<file path="src/rtl/pulse_seq_pkg.sv">
// Shared types and default sizing for the pulse sequencer.
package pulse_seq_pkg;

  typedef enum logic [1:0] {
    IDLE = 2'd0,
    HIGH = 2'd1,
    LOW  = 2'd2
  } state_e;

  localparam int unsigned DEF_CNT_W    = 14;
  localparam int unsigned DEF_NUM_W    = 5;
  localparam int unsigned DEF_PRESCALE = 100;

endpackage

</file>
<file path="src/rtl/pulse_seq_prescaler.sv">
// Mod-PRESCALE base-tick counter with enable and synchronous clear.
module pulse_seq_prescaler
  import pulse_seq_pkg::*;
#(
  parameter int unsigned PRESCALE = DEF_PRESCALE
) (
  input  logic clk,
  input  logic rst_n,
  input  logic en,
  input  logic clr,
  output logic tick
);

  localparam int unsigned PW = (PRESCALE > 1) ? $clog2(PRESCALE) : 1;
  localparam logic [PW-1:0] LAST = PW'(PRESCALE - 1);

  logic [PW-1:0] cnt_q, cnt_d;

  always_ff @(posedge clk or negedge rst_n) begin
    if (!rst_n) begin
      cnt_q <= '0;
    end else begin
      cnt_q <= cnt_d;
    end
  end

  always_comb begin
    cnt_d = cnt_q;
    if (clr) begin
      cnt_d = '0;
    end else if (en) begin
      cnt_d = (cnt_q == LAST) ? '0 : cnt_q + PW'(1);
    end
  end

  always_comb begin
    tick = en && (cnt_q == LAST);
  end

endmodule

</file>
<file path="src/rtl/pulse_sequencer.sv">
// Burst pulse generator: HIGH/LOW phase FSM driven by a mod-PRESCALE base tick.
// Optional macro PULSE_SEQ_REPEAT_EN adds a CONTINUOUS input for endless bursts.
module pulse_sequencer
  import pulse_seq_pkg::*;
#(
  parameter int unsigned PRESCALE = DEF_PRESCALE,
  parameter int unsigned CNT_W    = DEF_CNT_W,
  parameter int unsigned NUM_W    = DEF_NUM_W
) (
  input  logic             CLKIN,
  input  logic             RESETN,
  input  logic             START,
  input  logic             ABORT,
  input  logic [CNT_W-1:0] HIGH_TICKS,
  input  logic [CNT_W-1:0] LOW_TICKS,
  input  logic [NUM_W-1:0] NUM_PULSES,
`ifdef PULSE_SEQ_REPEAT_EN
  input  logic             CONTINUOUS,
`endif
  output logic             PULSE_OUT,
  output logic             TICK,
  output logic             BUSY,
  output logic             DONE,
  output logic [NUM_W-1:0] PULSES_LEFT
);

  state_e             state_q, state_d;
  logic               pulse_q, pulse_d;
  logic               done_q, done_d;
  logic [NUM_W-1:0]   left_q, left_d;
  logic [CNT_W-1:0]   tcnt_q, tcnt_d;
  logic [CNT_W-1:0]   high_q, high_d;
  logic [CNT_W-1:0]   low_q, low_d;
  logic               cont_q;
  logic               start_cont;
  logic               busy;
  logic               tick;
  logic [NUM_W-1:0]   left_dec;

`ifdef PULSE_SEQ_REPEAT_EN
  logic cont_d;
  assign start_cont = CONTINUOUS;
`else
  assign cont_q     = 1'b0;
  assign start_cont = 1'b0;
`endif

  assign busy = (state_q != IDLE);

  // Prescaler is forced to 0 whenever the sequencer is idle or aborting.
  pulse_seq_prescaler #(
    .PRESCALE (PRESCALE)
  ) u_prescaler (
    .clk   (CLKIN),
    .rst_n (RESETN),
    .en    (busy),
    .clr   (ABORT || !busy),
    .tick  (tick)
  );

  always_ff @(posedge CLKIN or negedge RESETN) begin
    if (!RESETN) begin
      state_q <= IDLE;
      pulse_q <= 1'b0;
      done_q  <= 1'b0;
      left_q  <= '0;
      tcnt_q  <= '0;
      high_q  <= '0;
      low_q   <= '0;
`ifdef PULSE_SEQ_REPEAT_EN
      cont_q  <= 1'b0;
`endif
    end else begin
      state_q <= state_d;
      pulse_q <= pulse_d;
      done_q  <= done_d;
      left_q  <= left_d;
      tcnt_q  <= tcnt_d;
      high_q  <= high_d;
      low_q   <= low_d;
`ifdef PULSE_SEQ_REPEAT_EN
      cont_q  <= cont_d;
`endif
    end
  end

  // Continuous bursts pin PULSES_LEFT at all-ones, so the "last pulse" test never fires.
  assign left_dec = cont_q ? left_q : left_q - NUM_W'(1);

  always_comb begin
    state_d = state_q;
    pulse_d = pulse_q;
    done_d  = 1'b0;
    left_d  = left_q;
    tcnt_d  = tcnt_q;
    high_d  = high_q;
    low_d   = low_q;
`ifdef PULSE_SEQ_REPEAT_EN
    cont_d  = cont_q;
`endif
    if (ABORT) begin
      state_d = IDLE;
      pulse_d = 1'b0;
      left_d  = '0;
      tcnt_d  = '0;
    end else begin
      case (state_q)
        IDLE: begin
          if (START) begin
            if ((HIGH_TICKS != '0) && (start_cont || (NUM_PULSES != '0))) begin
              state_d = HIGH;
              pulse_d = 1'b1;
              tcnt_d  = '0;
              high_d  = HIGH_TICKS;
              low_d   = LOW_TICKS;
              left_d  = start_cont ? '1 : NUM_PULSES - NUM_W'(1);
`ifdef PULSE_SEQ_REPEAT_EN
              cont_d  = CONTINUOUS;
`endif
            end else begin
              done_d = 1'b1;
            end
          end
        end
        HIGH: begin
          if (tick) begin
            if (tcnt_q == high_q - CNT_W'(1)) begin
              tcnt_d = '0;
              if ((left_q == '0) && !cont_q) begin
                state_d = IDLE;
                pulse_d = 1'b0;
                done_d  = 1'b1;
              end else if (low_q != '0) begin
                state_d = LOW;
                pulse_d = 1'b0;
              end else begin
                left_d = left_dec;
              end
            end else begin
              tcnt_d = tcnt_q + CNT_W'(1);
            end
          end
        end
        LOW: begin
          if (tick) begin
            if (tcnt_q == low_q - CNT_W'(1)) begin
              state_d = HIGH;
              pulse_d = 1'b1;
              left_d  = left_dec;
              tcnt_d  = '0;
            end else begin
              tcnt_d = tcnt_q + CNT_W'(1);
            end
          end
        end
        default: begin
          state_d = IDLE;
          pulse_d = 1'b0;
          left_d  = '0;
          tcnt_d  = '0;
        end
      endcase
    end
  end

  always_comb begin
    PULSE_OUT   = pulse_q;
    DONE        = done_q;
    BUSY        = busy;
    TICK        = tick;
    PULSES_LEFT = left_q;
  end

endmodule

</file>
<file path="config.mk">
export PLATFORM = sky130hd
export DESIGN_NAME = pulse_sequencer
export DESIGN_NICKNAME = d
export VERILOG_FILES = /design/src/rtl/pulse_seq_pkg.sv /design/src/rtl/pulse_seq_prescaler.sv /design/src/rtl/pulse_sequencer.sv
export SDC_FILE = /design/constraint.sdc
export NUM_CORES = 1
export LEC_CHECK = 0
export BUFFER_PORTS_ARGS = -buffer_cell sky130_fd_sc_hd__buf_2
export CAP_MARGIN = 25
export CELL_PAD_IN_SITES_DETAIL_PLACEMENT = 0
export CELL_PAD_IN_SITES_GLOBAL_PLACEMENT = 2
export CORE_MARGIN = 5
export CORE_UTILIZATION = 34
export CTS_BUF_LIST = sky130_fd_sc_hd__clkbuf_8
export DETAILED_ROUTE_END_ITERATION = 6
export GPL_ROUTABILITY_DRIVEN = 0
export PLACE_DENSITY_LB_ADDON = 0.1
export SETUP_SLACK_MARGIN = 0.2
export SYNTH_ARGS = -nofsm -noshare
export SYNTH_HDL_FRONTEND = slang
export SYNTH_SLANG_ARGS = --single-unit
export TNS_END_PERCENT = 50
</file>
<file path="constraint.sdc">
create_clock -name CLKIN -period 2.9 [get_ports CLKIN]
set_clock_uncertainty 0.2 [all_clocks]
set_input_delay 0.435 -clock CLKIN [delete_from_list [all_inputs] [get_ports CLKIN]]
set_output_delay 0.435 -clock CLKIN [all_outputs]
set_load 0.01 [all_outputs]
</file>
# Word-level counts from Yosys, hierarchy flattened

Cells that the tools add are included.

Bits in registers: 58
Input bits: 37
Word-level logic and storage cells: 92

Add/sub/neg operators: 6
Eq/ne operators: 14
Mux-type cells: 48
Bitwise gates (word level): 1
Reduce and logical (&&, ||, !) cells: 15

Operator list:

| cell                                                | number |
|---|---|
| two-way mux 14 bit                                  | 7 |
| two-way mux 5 bit                                   | 9 |
| one-hot mux 14 bit (3 select lines)                 | 1 |
| == test 14 bit                                      | 2 |
| nonzero test 14 bit                                 | 2 |
| subtractor 14 x 1 -> 14 bit (second input constant) | 2 |
| != test 3 bit (second input constant)               | 8 |
| two-way mux 7 bit                                   | 3 |
| two-way mux 2 bit                                   | 9 |
| two-way mux 1 bit                                   | 15 |
| one-hot mux 5 bit (3 select lines)                  | 1 |
| adder 14 x 1 -> 14 bit (second input constant)      | 1 |
| subtractor 5 x 1 -> 5 bit (second input constant)   | 2 |
| AND reduction 4 bit                                 | 2 |
| AND reduction 8 bit                                 | 1 |
| adder 7 x 1 -> 7 bit (second input constant)        | 1 |
| == test 7 bit (second input constant)               | 1 |
| AND reduction 7 bit                                 | 1 |
| one-hot mux 2 bit (3 select lines)                  | 1 |
| zero test 5 bit                                     | 1 |
| nonzero test 5 bit                                  | 1 |
| != test 4 bit (second input constant)               | 1 |
| nonzero test 2 bit                                  | 2 |
| one-hot mux 1 bit (3 select lines)                  | 1 |
| other kinds (8)                                     | 9 |

# Longest topological paths before layout

Gate-level depths: netlist (run 1).

Depth after elaboration: 7
Depth in mapped cells: 11

# Hierarchy

A second synthesis (run 1) with hierarchy kept.

Cell total of the unflattened synthesis: 436
Area total of the unflattened synthesis: 4,033.9 µm²

By module, submodules not included:

| module              | times used | cells each | area each (µm²) | sequential area each (µm²) |
|---|---|---|---|---|
| pulse_sequencer     | 1          | 394        | 3,633.5         | 1,251.2 |
| pulse_seq_prescaler | 1          | 42         | 400.4           | 175.2 |

# Worst setup path before layout (run 1)

OpenSTA, ideal clock, no wires.

Kind: register to register
From: register high_q[3]
To: register left_q[1] (netlist: PULSES_LEFT[1])
Setup time: 0.128 ns
Data arrival time: 2.836 ns
Data required time: 2.572 ns
Setup slack: -0.263 ns
Cell stages (with the launch flop): 10
Path buffers: 1
Period minus slack after synthesis: 3.163 ns
Path through: dfrtp_1 > buf_6 > or4_4 > a2111oi_4 > o21ai_2 > a211o_1 > o41ai_4 > nand3_4 > nor3_2 > mux2_1

Cells in the longest elaborated chain, start to end: 4

RTL lines:

| what                          | RTL line               | source |
|---|---|---|
| from (decl)                   | pulse_sequencer.sv:32  | `logic [CNT_W-1:0] high_q, high_d;` |
| from (signal assigned)        | pulse_sequencer.sv:79  | `high_q <= high_d;` |
| subtractor 14 x 1 -> 14 bit   | pulse_sequencer.sv:127 | `if (tcnt_q == high_q - CNT_W'(1)) begin` |
| == test 14 bit                | pulse_sequencer.sv:127 |  |
| != test 3 bit (no line)       | --                     |  |
| AND reduction 8 bit (no line) | --                     |  |
| to (signal assigned)          | pulse_sequencer.sv:77  | `left_q <= left_d;` |
| to (decl)                     | pulse_sequencer.sv:30  | `logic [NUM_W-1:0] left_q, left_d;` |

Every way passes these cells.
A chain may end at the register's enable or synchronous reset.

# Worst setup path after layout (run 1)

From: register high_q[4]
To: register left_q[3] (netlist: PULSES_LEFT[3])

The elaborated chain is that of the path after synthesis.

==> impl_results.md, run 1 <==
- Standard-cell row count: 40
- Sequential Power Share: 0.234
- Worst setup path category: flip-flop to flip-flop
- 1st-iter DRT viols: 192
- Slew margin rel.: 0.6831
- Pwr Density: 998.6 nW/um2
- CP arrival: 3.16 ns
- Dpl hpwl: 9365 um
- CTS tree: yes
- Worst-path clk slew: 0.07 ns
- Status: finished with violations
- Avg Vias per Cell: 5.273
- Net Sw Frac: 0.4095
- Clock buffer depth: 2
- Comb pwr share: 0.606
- Wirelength per Cell: 17.17 um
- Setup ws final: -0.2094 ns
- Failing checks: negative setup slack
- Synth cell count leaders: dfrtp_1, nor2_1, nand2_1
- Die Y-Extent: 119.6 um
- Yosys reg bits: 57
- Register area: 1426 um2
- Count of different cell masters after synthesis: 69
- Tmin final: 3.109 ns
- Post-synth EDFFs: 0
- Core area: 11910 um2
- Root buf cell: clkbuf_8
- Register area share after synthesis: 0.3489
- Crit path required time: 2.95 ns
- TritonCTS buffer count: 9
- Leak: 2.489 nW
- Vias in the first global route: 3908
- Routed Antenna Nets: 0
- Post-synthesis async set-or-reset flop share: 1.000
- Die area: 14310 um2
- Post-layout net count: 615
- NetSw: 2.273 mW
- # diodes: 0
- Pwr Total: 5.551 mW
- Tightest Hold Check Type: primary input to flip-flop
- I/O Pins: 46
- Ys flop type: dfrtp_1
- Post-synthesis cell count: 443
- VDD IR max: 0.5346 mV
- RSZ-0062 raised after global routing: true
- Initial antenna violation count: 0
- Final hold slack: 0.09507 ns
- Reg2reg setup slack: -0.21 ns
- Cell area after layout: 5559 um2
- Final hold viol count: 0
- Reg2reg end: PULSES_LEFT[3]$_DFFE_PN0P_
- Most common cell in the netlist: dfrtp_1
- Hold path cells: 2
- Startpoint Class: flip-flop
- Cell area after synthesis: 4088 um2
- Grt ovf: 0
- Top cells by area in the synthesized netlist: dfrtp_1, mux2_2, xnor2_1, nor2_1, nand2_1
- Worst Hold End: low_q[0]$_DFFE_PN0P_
- Area delta synth->final: 36.00%
- Starting Density: 0.3432
- DP Area: 5029 um2
- Period Utilization, post-route: 1.072
- Max_cap viols: 0
- Hold Crit Start: LOW_TICKS[0]
- Port buffer count: 45
- Avg Cell Area, Syn: 9.227 um2
- Measured slew at the worst slew-check pin: 0.4680 ns
- Combined area of the multi-input logic cells: 2664 um2
- # DRC: 0
- Pint: 3.278 mW
- TritonRoute pass-1 iters: 4
- Max Fclk: 321.6 MHz
- Total GRT Usage: 0.1830
- # H-tree levels: 3
- Largest area contributor in the netlist: dfrtp_1
- Worst Path Max Fanout: 5
- FF-to-FF Start: high_q[4]$_DFFE_PN0P_
- Synth top area share: 0.3489
- Final Max Tran Viols: 0
- WL final: 12380 um
- Clock Sink Count: 57
- Ratio of cells with drive above 1 in the final layout: 0.4042
- Die width: 119.6 um
- R2R depth: 9
- Largest net degree at the start of global routing: 33
- Routed vias: 3802
- Final setup fails: 19
- Fillers: 1173
- CP Capture Type: flip-flop
- Clock share of power: 0.160
- Critical Path Source: high_q[4]$_DFFE_PN0P_
- Clk_lat worst skew: 0.37 ns
- Mapped Nets: 489
- YS warnings: 0
- First-pass GRT wire length: 20590 um
==> metrics by stage <==
stage	utilization	TNS [ns]	cells	worst slack (ns)
after floorplan	-	-2.367	443	-0.2238
after detailed placement	0.4222	-4.945	690	-0.3572
after global routing	0.4667	-5.156	721	-0.3270
after CTS	0.4570	-2.302	714	-0.2105
after global placement	0.4222	-4.253	690	-0.2994
final	0.4667	-2.413	721	-0.2094
==> layout by cell type (no fill, tap or decap), types with 6 or more instances in the layout <==
cell type	n
ha_1	8
nand4_1	13
nand2b_1	8
clkbuf_8	11
mux2_2	28
buf_2	45
and3_1	6
o21ai_0	7
xnor2_1	24
nor4_1	7
nand2_1	34
xor2_1	13
buf_4	88
mux2i_1	9
nor3_1	17
dfrtp_1	57
a31oi_1	8
nand3_1	16
a22o_1	7
nor2_1	35
inv_1	17
==> power groups by stage <==
| stage | Combinational (mW) | Clock, mW | Sequential [mW] |
|---|---|---|---|
| floorplan | 1.87 | 0 | 1.33 |
| global placement | 2.96 | 0 | 1.31 |
| detailed placement | 2.99 | 0 | 1.31 |
| CTS | 3.24 | 0.912 | 1.30 |
| global route | 3.70 | 0.946 | 1.34 |
| finish | 3.36 | 0.888 | 1.30 |
==> worst max path at each step <==
stage / to / slack (ns) / depth (start not counted)
global route: PULSES_LEFT[3]$_DFFE_PN0P_ / -0.33 / 9
CTS: state_q[1]$_DFFE_PN0P_ / -0.21 / 10
global placement: state_q[0]$_DFFE_PN0P_ / -0.30 / 10
finish: PULSES_LEFT[3]$_DFFE_PN0P_ / -0.21 / 9
detailed placement: state_q[1]$_DFFE_PN0P_ / -0.36 / 9
floorplan: tcnt_q[0]$_DFFE_PN0P_ / -0.22 / 10
==> worst max-delay path: stages, from the launching register on <==
cell and delay [ns]:
dfrtp_1 0.41, or4_4 0.57, a2111oi_4 0.35, o21ai_2 0.09
a211o_1 0.29, o41ai_4 0.22, buf_6 0.18, nand3_4 0.13
o31a_1 0.33, a211o_1 0.22
==> cell families (layout without fill, tap and decap cells) <==
kind of cell / after synthesis / after routing / share of synthesized area
AO/OA/AOI/OAI: 69 / 69 / 0.1362
XOR/XNOR: 37 / 37 / 0.07928
adder cells (fa/ha/maj): 9 / 9 / 0.02755
buffers and inverters: 46 / 174 / 0.04897
flip-flops: 57 / 57 / 0.3489
multiplexers: 39 / 39 / 0.1047
AND/OR/NAND/NOR: 186 / 189 / 0.2544
==> registers in the layout (all words and copies together), names as in the netlist <==
name,cells
high_q,14
low_q,14
tcnt_q,14
u_prescaler.cnt_q,7
PULSES_LEFT,5
state_q,2
DONE,1
==> metal layers <==
metal  vias up  share of wire  global-route usage  wire, um
met5         -              0                   0         0
li1       1872              -                   -         -
met4         0          0.018             0.05225       226
met2        60           0.49              0.3100      6037
met3        17          0.034             0.04336       419
met1      1853           0.46              0.2327      5695
==> final cells by class <==
| cell class | instances | area share |
|---|---|---|
| multi-input combinational | 343 | 0.4792 |
| sequential | 57 | 0.2566 |
| timing repair buffer | 141 | 0.1785 |
| tap | 147 | 0.03309 |
| clock buffer | 11 | 0.02723 |
| clock inverter | 5 | 0.01395 |
| inverter | 17 | 0.01148 |
==> repair_timing <==
item | 4_1_cts | 5_1_grt
cloned | 3 | 0
pin swaps | 10 | 14
gates resized for setup | 23 | 17
hold buffers | 1 | 0
buffers inserted | 4 | 7
hold endpoints to repair | 57 | 0
endpoints found under the setup margin | 22 | 22
Power figures use the tool's default switching activity.
==> run 2: changes to the inputs <==
--- a/config.mk
+++ b/config.mk
@@ -5,7 +5,7 @@
 export SDC_FILE = /design/constraint.sdc
 export NUM_CORES = 1
 export LEC_CHECK = 0
-export BUFFER_PORTS_ARGS = -buffer_cell sky130_fd_sc_hd__buf_2
+export ABC_AREA = 1
 export CAP_MARGIN = 25
 export CELL_PAD_IN_SITES_DETAIL_PLACEMENT = 0
 export CELL_PAD_IN_SITES_GLOBAL_PLACEMENT = 2
@@ -13,10 +13,12 @@
 export CORE_UTILIZATION = 34
 export CTS_BUF_LIST = sky130_fd_sc_hd__clkbuf_8
 export DETAILED_ROUTE_END_ITERATION = 6
+export DONT_BUFFER_PORTS = 1
 export GPL_ROUTABILITY_DRIVEN = 0
 export PLACE_DENSITY_LB_ADDON = 0.1
 export SETUP_SLACK_MARGIN = 0.2
 export SYNTH_ARGS = -nofsm -noshare
 export SYNTH_HDL_FRONTEND = slang
+export SYNTH_HIERARCHICAL = 1
 export SYNTH_SLANG_ARGS = --single-unit
 export TNS_END_PERCENT = 50
==> run 2 against run 1 <==
Net effect:
- the flow now finishes without violations
- sequential cell count is the same
- combinational power is 45% lower
- first-iteration DRC count fell by 19%
- register-to-register slack improved by 0.70 ns
- die area rose by 0.95%
- clock power increased by 19%
- global-route usage shrank 3.1 points
- utilization down 7.7 points
- maximum frequency rose by 29%
- setup slack improved by 0.70 ns
- critical endpoint is now PULSES_LEFT[1]$_DFFE_PN0P_
- largest cell class unchanged
- highest routed layer unchanged
==> impl_results.md, run 2 <==
- TritonCTS buffer count: 9
- Worst-path clk slew: 0.07 ns
- Measured slew at the worst slew-check pin: 0.4135 ns
- Sequential Power Share: 0.316
- Most frequent cells in the layout: nand2_1, inv_1, nor2_1
- DP Area: 4298 um2
- Root buf cell: clkbuf_8
- Crit path required time: 2.94 ns
- NetSw: 1.778 mW
- Synth cell count leaders: nand2_1, inv_1, nor2_1
- Clk_lat worst skew: 0.36 ns
- Final hold slack: 0.02836 ns
- # H-tree levels: 3
- Grt ovf: 0
- CP Capture Type: flip-flop
- Die Y-Extent: 120.2 um
- Dpl hpwl: 8002 um
- Startpoint Class: flip-flop
- YS warnings: 6
- Avg Cell Area, Syn: 7.000 um2
- CTS tree: yes
- Post-synthesis async set-or-reset flop share: 1.000
- Final Max Tran Viols: 0
- Die area: 14450 um2
- Setup TNS: 0 ns
- Pint: 2.458 mW
- Tightest Hold Check Type: primary input to flip-flop
- Comb pwr share: 0.434
- RSZ-0062 raised after global routing: false
- Post-layout net count: 648
- Tmin final: 2.411 ns
- Pwr Total: 4.236 mW
- Core area: 11960 um2
- Pwr Density: 908.2 nW/um2
- Max Fclk: 414.7 MHz
- Leak: 2.190 nW
- Mapped Nets: 636
- Final setup fails: 0
- Ys flop type: dfrtp_1
- # DRC: 0
- Synth top area share: 0.3453
- Avg Vias per Cell: 4.695
- Clock buffer depth: 2
- TritonRoute pass-1 iters: 4
- Port buffer count: 0
- Fillers: 1269
- Largest net degree at the start of global routing: 58
- VDD IR max: 0.3555 mV
- Clock Sink Count: 57
- Register area share after synthesis: 0.3453
- Worst setup path category: flip-flop to flip-flop
- Most common cell in the netlist: nand2_1
- Slew margin rel.: 0.7233
- Post-synthesis cell count: 590
- Total GRT Usage: 0.1516
- Ratio of cells with drive above 1 in the final layout: 0.1170
- Count of different cell masters after synthesis: 39
- Postcts setup bufs: 0
- WL final: 10280 um
- Top cells by area in the synthesized netlist: dfrtp_1, nand2_1, inv_1, nor2_1, nand3_1
- Area delta synth->final: 12.94%
- First-pass GRT wire length: 17390 um
- 1st-iter DRT viols: 155
- Standard-cell row count: 40
- Period Utilization, post-route: 0.8315
- Worst Path Max Fanout: 10
- Routed vias: 3540
- Die width: 120.2 um
- Clock share of power: 0.249
- Post-synth EDFFs: 0
- Initial antenna violation count: 0
- Cell area after layout: 4664 um2
- Status: complete, no violations
- Final hold viol count: 0
- Max_cap viols: 0
- Starting Density: 0.3453
- Wirelength per Cell: 13.64 um
- Routed Antenna Nets: 0
- Vias in the first global route: 3506
- # diodes: 0
- Net Sw Frac: 0.4198
- Yosys reg bits: 57
- Largest area contributor in the netlist: dfrtp_1
- Largest registers: high_q (14), low_q (14), tcnt_q (14)
- CP arrival: 2.45 ns
- Final core occ: 0.3900
- I/O Pins: 46
- Cell area after synthesis: 4130 um2
- Commonest non-fill, non-tap cell in the layout: nand2_1
run 2: path summary, 6_finish.rpt:
| kind | startpoint | to | slack [ns] | depth (start not counted) |
|---|---|---|---|---|
| max | low_q[0]$_DFFE_PN0P_ | PULSES_LEFT[1]$_DFFE_PN0P_ | 0.49 | 11 |
| min | LOW_TICKS[5] | low_q[5]$_DFFE_PN0P_ | 0.03 | 1 |
| max reg2reg | low_q[0]$_DFFE_PN0P_ | PULSES_LEFT[1]$_DFFE_PN0P_ | 0.49 | 11 |
| min reg2reg | high_q[13]$_DFFE_PN0P_ | high_q[13]$_DFFE_PN0P_ | 0.30 | 2 |
| max in group asynchronous | RESETN | high_q[13]$_DFFE_PN0P_ | 1.83 | 2 |
| min in group asynchronous | RESETN | u_prescaler/cnt_q[3]$_DFFE_PN0P_ | 0.42 | 2 |
run 2: cell type report:
cell class	instances	area [um2]	share of cell area
clock buffer	11	151.4	0.03246
clock inverter	5	125.1	0.02682
inverter	80	300.3	0.06438
multi-input combinational	441	2345	0.5027
sequential	57	1426	0.3058
tap	147	183.9	0.03943
timing repair buffer	13	132.6	0.02843
run 2: what timing repair did:
action,CTS,global route
gates resized for setup,0,1
hold endpoints to repair,61,1
endpoints found under the setup margin,0,6
hold buffers,6,1
run 2: cell families (layout without fill, tap and decap cells):
| logic type | Yosys count | after routing | synth area share |
|---|---|---|---|
| flops | 57 | 57 | 0.3454 |
| xor+xnor | 28 | 28 | 0.06604 |
| simple gates | 326 | 326 | 0.3517 |
| fa+ha+maj | 9 | 9 | 0.02726 |
| mux | 9 | 9 | 0.02363 |
| compound gates | 69 | 69 | 0.09724 |
| buf+inv | 92 | 109 | 0.08876 |
run 2: routing by layer:
layer	part of all wire	track usage
met2	0.46	0.2403
met3	0.022	0.02853
met5	0	0
met4	0.011	0.05949
met1	0.50	0.2047
run 2: per-stage QoR:
stage | cells | setup WS (ns)
floorplan | 590 | 0.6270
global placement | 731 | 0.4281
detailed placement | 731 | 0.4193
CTS | 753 | 0.3956
global route | 754 | 0.2136
finish | 754 | 0.4886
run 2: critical path, cell delays in order, from the launching register on:
cell     delay [ns]
dfrtp_1        0.39
inv_1          0.14
ha_2           0.30
xnor2_1        0.12
nor2_1         0.10
nand2_1        0.06
nor2_1         0.12
nand4_1        0.26
o21ai_2        0.30
nand3_4        0.17
nand2_1        0.09
o21ai_1        0.06
run 2: power groups by stage:
stage	Sequential (mW)	Clock [mW]	Combinational, mW
3_5_place_dp	1.36	0	1.83
5_1_grt	1.39	1.12	2.13
3_3_place_gp	1.36	0	1.82
6_report	1.34	1.06	1.84
2_1_floorplan	1.27	0	1.49
4_1_cts	1.35	1.09	1.87
